==> src/rtl/lab4_serial_adder_ctrl.sv <==
// Button/switch front end for the lab4 adder board with a bit-serial adder behind it:
// one sum bit per clock, result registered into Sum/CO only when the add completes.
module lab4_serial_adder_ctrl #(
  parameter int WIDTH = 16
) (
  input  logic             Clk,
  input  logic             Reset,
  input  logic             LoadB,
  input  logic             Run,
  input  logic [WIDTH-1:0] SW,
  output logic [WIDTH-1:0] Aval,
  output logic [WIDTH-1:0] Bval,
  output logic [WIDTH-1:0] Sum,
  output logic             CO,
  output logic             Busy,
  output logic             Done,
  output logic [1:0]       DbgState
);

  localparam int CW = (WIDTH > 2) ? $clog2(WIDTH) : 1;

  typedef enum logic [1:0] {IDLE, SHIFT, DONE, WAIT_REL} state_t;

  state_t           state_q, state_d;
  logic             lb_q, lb_d, run_q, run_d;
  logic [WIDTH-1:0] a_val_q, a_val_d, b_val_q, b_val_d;
  logic [WIDTH-1:0] sum_q, sum_d;
  logic             co_q, co_d, done_q, done_d;
  logic [WIDTH-1:0] a_sh_q, a_sh_d, b_sh_q, b_sh_d, psum_q, psum_d;
  logic [CW-1:0]    cnt_q, cnt_d;
  logic             c_q, c_d;
  logic             lb_press, run_press, s_bit;

  always_comb begin
    state_d  = state_q;
    lb_d     = LoadB;
    run_d    = Run;
    a_val_d  = a_val_q;
    b_val_d  = b_val_q;
    sum_d    = sum_q;
    co_d     = co_q;
    done_d   = 1'b0;
    a_sh_d   = a_sh_q;
    b_sh_d   = b_sh_q;
    psum_d   = psum_q;
    cnt_d    = cnt_q;
    c_d      = c_q;
    // A press is a high-to-low step between the previous sample and this edge's input.
    lb_press  = lb_q & ~LoadB;
    run_press = run_q & ~Run;
    s_bit     = a_sh_q[0] ^ b_sh_q[0] ^ c_q;

    case (state_q)
      IDLE: begin
        if (lb_press) b_val_d = SW;
        if (run_press) begin
          a_val_d = SW;
          a_sh_d  = SW;
          b_sh_d  = lb_press ? SW : b_val_q;
          c_d     = 1'b0;
          cnt_d   = '0;
          psum_d  = '0;
          state_d = SHIFT;
        end
      end
      SHIFT: begin
        c_d    = (a_sh_q[0] & b_sh_q[0]) | (a_sh_q[0] & c_q) | (b_sh_q[0] & c_q);
        a_sh_d = a_sh_q >> 1;
        b_sh_d = b_sh_q >> 1;
        psum_d = {s_bit, psum_q[WIDTH-1:1]};
        cnt_d  = cnt_q + 1'b1;
        if (cnt_q == CW'(WIDTH - 1)) state_d = DONE;
      end
      DONE: begin
        sum_d   = psum_q;
        co_d    = c_q;
        done_d  = 1'b1;
        state_d = WAIT_REL;
      end
      WAIT_REL: begin
        if (lb_press) b_val_d = SW;
        if (run_q) state_d = IDLE;
      end
      default: state_d = IDLE;
    endcase
  end

  always_ff @(posedge Clk) begin
    if (!Reset) begin
      state_q <= IDLE;
      lb_q    <= 1'b1;
      run_q   <= 1'b1;
      a_val_q <= '0;
      b_val_q <= '0;
      sum_q   <= '0;
      co_q    <= 1'b0;
      done_q  <= 1'b0;
      a_sh_q  <= '0;
      b_sh_q  <= '0;
      psum_q  <= '0;
      cnt_q   <= '0;
      c_q     <= 1'b0;
    end else begin
      state_q <= state_d;
      lb_q    <= lb_d;
      run_q   <= run_d;
      a_val_q <= a_val_d;
      b_val_q <= b_val_d;
      sum_q   <= sum_d;
      co_q    <= co_d;
      done_q  <= done_d;
      a_sh_q  <= a_sh_d;
      b_sh_q  <= b_sh_d;
      psum_q  <= psum_d;
      cnt_q   <= cnt_d;
      c_q     <= c_d;
    end
  end

  assign Aval     = a_val_q;
  assign Bval     = b_val_q;
  assign Sum      = sum_q;
  assign CO       = co_q;
  assign Done     = done_q;
  assign Busy     = (state_q == SHIFT);
  assign DbgState = state_q;

endmodule

==> config.mk <==
export PLATFORM = sky130hd
export DESIGN_NAME = lab4_serial_adder_ctrl
export DESIGN_NICKNAME = d
export VERILOG_FILES = /design/src/rtl/lab4_serial_adder_ctrl.sv
export SDC_FILE = /design/constraint.sdc
export NUM_CORES = 1
export LEC_CHECK = 0
export BUFFER_PORTS_ARGS = -buffer_cell sky130_fd_sc_hd__buf_2
export CORE_ASPECT_RATIO = 0.9
export CORE_UTILIZATION = 56
export CTS_BUF_LIST = sky130_fd_sc_hd__clkbuf_16
export DETAILED_ROUTE_END_ITERATION = 10
export PLACE_DENSITY = 0.79
export SYNTH_ARGS = -nofsm -noshare
export SYNTH_HDL_FRONTEND = slang
export SYNTH_SLANG_ARGS = --single-unit
==> constraint.sdc <==
create_clock -name Clk -period 2.33 [get_ports Clk]
set_input_delay 0.233 -clock Clk [delete_from_list [all_inputs] [get_ports Clk]]
set_output_delay 0.233 -clock Clk [all_outputs]
set_load 0.01 [all_outputs]
; ---- Word-level counts from Yosys, hierarchy flattened
; Cells that the tools add are included.
[op_classes]
n_bitwise = 11
n_shift = 0
eq_ne = 7
reduce_logical = 6
n_mux = 16
mul = 0
add_sub_neg = 1
n_lt_le_gt_ge = 0
n_div = 0
[ops]
columns = operator, count
row1 = case mux 16 bit (2 select lines), 3
row2 = 2-to-1 mux 16 bit, 4
row3 = case mux 2 bit (4 select lines), 1
row4 = case mux 4 bit (2 select lines), 1
row5 = 2-to-1 mux 2 bit, 3
row6 = bitwise AND 1 bit, 5
row7 = adder 4 x 1 -> 4 bit (second input constant), 1
row8 = equality test 2 bit (second input constant), 2
row9 = equality test 4 bit (second input constant), 1
row10 = 2-to-1 mux 4 bit, 1
row11 = inequality test 2 bit (second input constant), 2
row12 = AND reduction 2 bit, 2
row13 = AND reduction 3 bit, 1
row14 = equality test 2 x 1 -> 1 bit (second input constant), 1
row15 = zero test 2 bit, 1
row16 = 2-to-1 mux 1 bit, 2
row17 = inequality test 2 x 1 -> 1 bit (second input constant), 1
row18 = NOT 1 bit, 2
row19 = OR 1 bit, 2
row20 = case mux 1 bit (2 select lines), 1
row21 = nonzero test 2 bit, 1
row22 = OR reduction 2 bit, 1
row23 = bitwise XOR 1 bit, 2
[word_totals]
n_memories = 0
latch_bits = 0
input_bits = 20
mem_bits_ro = 0
elab_cells = 54
reg_bits = 107
ramBits = 0
output_inout_bits = 53

; ---- Longest topological paths before layout
[depth]
word_depth = 5
depth_mapped = 10
mapped_depth_nobuf = 6

; ---- Least setup slack after synthesis
; Ideal clock, no wire load.
[synth_timing]
path_type = register to register
from = reg state_q[0], in the netlist DbgState[0]
to = reg b_sh_q[10]
n_path_buf = 4
arrival_time_ns = 1.673
synth_period_minus_slack_ns = 1.741
setup_slack_ns = 0.589
stages_incl_launch_ff = 11
setup_time_ns = 0.067
t_required_ns = 2.263
cell_sequence = dfxtp_1 > inv_1 > ha_1 > buf_6 > nand3b_4 > a21boi_4 > buf_6 > buf_8 > buf_12 > nand3_2 > o21ai_2
[synth_between]
elab_chain_cells = 3
elab_cells_between_ends = 6
classes_between = 2 x eq/ne / 1 x mux / 3 x reduce/logical
[synth_lines]
columns = element, line_no
row1 = from (decl), 24  ; state_t state_q, state_d;
row2 = from (signal assigned), 104  ; state_q <= state_d;
row3 = equality test 2 x 1 -> 1 bit or zero test 2 bit (tied branches), 53  ; case (state_q)
row4 = nonzero test 2 bit (no line) or inequality test 2 bit (tied branches), n/a
row5 = AND reduction 2 bit (no line), n/a
row6 = to (signal assigned), 113  ; b_sh_q <= b_sh_d;
row7 = to (decl), 29  ; logic [WIDTH-1:0] a_sh_q, a_sh_d, b_sh_q, b_sh_d, psum_q, psum_d;
; Several ways; a longest one is shown, not always the timed one.
; A chain may end at the register's enable or synchronous reset.

; ---- Worst setup path after layout
[layout_timing]
from = reg state_q[0], in the netlist DbgState[0]
to = reg cnt_q[2]
[layout_between]
elab_chain_cells = 3
elab_cells_between_ends = 6
classes_between = 2 x eq/ne / 1 x mux / 3 x reduce/logical
[layout_lines]
columns = element, line_no
row1 = equality test 2 x 1 -> 1 bit or zero test 2 bit (tied branches), 53
row2 = nonzero test 2 bit (no line) or inequality test 2 bit (tied branches), n/a
row3 = AND reduction 2 bit (no line), n/a
row4 = to (signal assigned), 115  ; cnt_q <= cnt_d;
row5 = to (decl), 30  ; logic [CW-1:0] cnt_q, cnt_d;
; Several ways; a longest one is shown, not always the timed one.

==> results.py <==
metrics = {
    "yosys": {
        "synth-simple-area-share_pct": 18.80,
        "synthArstFlopShare_pct": 0,
        "ys_warn_count": 0,
        "yosys.area_share.adder_pct": 2.039,
        "synth_compound_gate_area_share_pct": 21.00,
        "synth-edff-count": 0,
        "synthCells": 483,
        "yosysSeqAreaShare_pct": 45.92,
        "synth_area_mm2": 0.004664,
        "synth_ff_type": "dfxtp_1",
        "syn_area_per_cell_um2": 9.657,
        "syn_nets": 510,
        "synth.distinct_cells": 36,
        "synthXorXnorAreaFrac_pct": 0,
        "synthMuxAreaShare_pct": 7.296,
        "synth_top_family_by_area": "compound AO/OA/AOI/OAI gates",
        "synth_seq_cells": 107,
    },
    "sta": {
        "relSlewSlack_pct": 37.79,
        "rsz0062_at_grt": "false",
        "fmax_ghz": 0.4681,
        "setup_viol": 0,
        "fin_worst_skew_ns": 0.007630,
        "fin_ws_ns": 0.1938,
        "tightestPinTransition_ns": 0.9330,
        "slew_viol_final": 0,
        "period_needed_ns": 2.136,
        "hold_ws_ns": 0.09508,
        "period_share_pct": 91.68,
        "finalSetupTns_ns": 0,
        "hold_viol_final": 0,
    },
    "cts": {
        "cts-root-buf": "clkbuf_16",
        "clkSinkCount": 107,
        "clkLatencyLatePin_ns": 0.35,
        "htree_levels": 3,
        "cts_buffer_depth": 2,
        "cts.clk_slew.worst_paths_ns": 0.07,
        "cts-resized-gates": 0,
        "tritoncts.num_buffers": 9,
        "cts_tree": "built",
    },
    "setup_path": {
        "crit_start": "DbgState[0]$_SDFFE_PN0P_",
        "rrSetupSlack_ns": 0.19,
        "r2r_end": "cnt_q[2]$_SDFFE_PN0P_",
        "crit_type": "flop to flop",
        "endpoint_kind": "flop",
        "reg2regPathDepth": 7,
        "cp-start-kind": "flop",
        "crit_arrival_ns": 2.37,
        "required_ns": 2.57,
        "worst-path-max-fanout": 21,
        "crit_end": "cnt_q[2]$_SDFFE_PN0P_",
        "r2r-start": "DbgState[0]$_SDFFE_PN0P_",
    },
    "power_and_ir_drop": {
        "p_clk_share_pct": 27.7,
        "total_power_mw": 5.446,
        "combPwrFrac_pct": 30.2,
        "powerDensity_mw_per_mm2": 1026,
        "netSwitchingPower_mw": 1.893,
        "switching_share_pct": 34.75,
        "leakagePower_nw": 2.176,
        "internal_power_mw": 3.554,
        "power_frac_seq_pct": 42.2,
        "ir_drop_mv": 0.5353,
    },
    "die": {
        "die_h_um": 88.58,
        "start_util_pct": 57.82,
        "core.rowCount": 31,
        "core_mm2": 0.008068,
        "die_w_um": 98.20,
        "ios": 73,
        "die_area_mm2": 0.008699,
    },
    "job": {
        "cap_violations": 0,
    },
    "place": {
        "hpwlAfterDp_mm": 6.542,
        "port_buffers": 72,
        "gp_congestion": 0.8032,
        "place_ws_ns": 0.1892,
    },
    "routing": {
        "drc_errors": 0,
        "vias": 3599,
        "dr.first_iter.drc_count": 184,
        "first_pass_iters": 6,
        "drtAntennaViolNets": 0,
        "post_drt_wl_per_cell_um": 16.12,
        "wirelength_mm": 10.30,
        "via_per_inst": 5.632,
    },
    "final_layout": {
        "n_fill_cell": 670,
        "layout-drive-gt1-share_pct": 22.59,
        "utilization_pct": 65.79,
        "diodes": 0,
        "nNetsFinal": 563,
        "area_growth_pct": 13.79,
    },
    "global_routing": {
        "grt.total_usage_pct": 23.70,
        "grt_pass1_wl_mm": 15.95,
        "grt_max_degree": 75,
        "grt-ovfl-total": 0,
        "grt_antenna_before_repair": 0,
        "grt_pass1_vias": 3187,
    },
    "worst_hold_path": {
        "min_path_type": "primary input to flop",
    },
    "status": {
        "outcome": "finished, final reports clean",
    },
}
-- placed cells by master, fill, tap and decap left out, types with 2 or more instances in the layout --
master / Yosys / final
dfxtp_1: 107 / 107
nand2_1: 82 / 82
buf_2: 18 / 71
nor2b_1: 52 / 52
mux2i_1: 34 / 34
a21boi_0: 29 / 29
a22oi_1: 19 / 19
o211ai_1: 16 / 16
o211a_1: 15 / 15
a211oi_1: 15 / 15
o21ai_2: 10 / 11
o21ai_0: 11 / 11
nand3_2: 10 / 10
clkbuf_16: 0 / 9
nand3_1: 8 / 8
buf_4: 1 / 8
ha_1: 6 / 6
nand2b_1: 5 / 5
a21boi_1: 4 / 4
inv_1: 3 / 3
nor2_1: 3 / 3
and2_1: 3 / 3
clkinvlp_4: 0 / 3
a21oi_1: 2 / 2
-- registers in the layout (all words and copies together) (netlist names) --
signal	count
CO	1
Sum	16
c_q	1
lb_q	1
DbgState	2
Done	1
b_sh_q	16
Aval	16
psum_q	16
run_q	1
cnt_q	4
a_sh_q	16
Bval	16
-- how the worst min path moves through the flow --
stage	from	endpoint	slack, ns	depth (start not counted)
detailed placement	Aval[15]$_SDFFE_PN0P_	Aval[15]$_SDFFE_PN0P_	0.45	2
finish	LoadB	lb_q$_SDFF_PN1_	0.1	2
floorplan	LoadB	lb_q$_SDFF_PN1_	0.33	1
global placement	LoadB	lb_q$_SDFF_PN1_	0.44	2
CTS	LoadB	lb_q$_SDFF_PN1_	0.09	2
global route	LoadB	lb_q$_SDFF_PN1_	0.11	2
-- through the flow --
step | instances | instance area (µm²)
after floorplan | 483 | 4664
after global placement | 623 | 5009
after detailed placement | 623 | 5009
after CTS | 638 | 5299
after global routing | 639 | 5308
final | 639 | 5308
-- kinds of logic (layout without fill, tap and decap cells) --
logic type      Yosys count  after routing
mux                      34             34
fa+ha+maj                 7              7
compound gates          125            126
buf+inv                  43             99
flops                   107            107
simple gates            167            167
-- layout make-up --
| class | count | area, µm² | share of cell area, % |
|---|---|---|---|
| tap | 99 | 123.9 | 2.334 |
| timing repair buffer | 80 | 435.4 | 8.204 |
| inverter | 4 | 15.01 | 0.2829 |
| clock buffer | 9 | 225.2 | 4.243 |
| sequential | 107 | 2142 | 40.36 |
| multi-input combinational | 334 | 2301 | 43.35 |
| clock inverter | 6 | 65.06 | 1.226 |
-- synthesized netlist by cell type (2+ instances only) --
| cell type | n | area share [%] |
|---|---|---|
| a211oi_1 | 15 | 2.4 |
| a21boi_0 | 29 | 4.7 |
| a21boi_1 | 4 | 0.64 |
| a21oi_1 | 2 | 0.21 |
| a22oi_1 | 19 | 3.1 |
| and2_1 | 3 | 0.40 |
| buf_2 | 18 | 1.9 |
| buf_6 | 2 | 0.48 |
| clkbuf_1 | 16 | 1.3 |
| dfxtp_1 | 107 | 46 |
| ha_1 | 6 | 1.6 |
| inv_1 | 3 | 0.24 |
| mux2i_1 | 34 | 7.3 |
| nand2_1 | 82 | 6.6 |
| nand2b_1 | 5 | 0.67 |
| nand3_1 | 8 | 0.86 |
| nand3_2 | 10 | 2.1 |
| nor2_1 | 3 | 0.24 |
| nor2b_1 | 52 | 7.0 |
| o211a_1 | 15 | 3.2 |
| o211ai_1 | 16 | 2.6 |
| o21ai_0 | 11 | 1.2 |
| o21ai_2 | 10 | 1.9 |
-- routing by layer --
| metal | GRT usage [%] | wire length (µm) | vias up | share of wire [%] |
|---|---|---|---|---|
| met3 | 4.818 | 395 | 12 | 3.8 |
| met1 | 32.69 | 5048 | 1730 | 49 |
| met4 | 8.277 | 129 | 0 | 1.3 |
| li1 | - | - | 1776 | - |
| met5 | 0 | 0 | - | 0 |
| met2 | 37.45 | 4726 | 81 | 46 |
-- worst max-delay path, cell delays in order, from the launching register on --
cell,delay (ns)
dfxtp_1,0.36
inv_1,0.12
ha_1,0.43
nand3b_4,0.34
a21boi_4,0.24
buf_4,0.24
o21ai_0,0.21
nor2_1,0.07
-- timing repair --
action                                  4_1_cts  5_1_grt
hold buffers                                  0        0
endpoints found under the setup margin        0        4
setup buffers                                 0        0
-- power by group through the flow --
stage	sequential, mW	combinational, mW	clock (mW)
2_1_floorplan	2.35	1.24	0
3_3_place_gp	2.32	1.55	0
3_5_place_dp	2.33	1.60	0
4_1_cts	2.30	1.61	1.52
5_1_grt	2.33	1.79	1.59
6_report	2.30	1.64	1.51
Power figures use the tool's default switching activity.
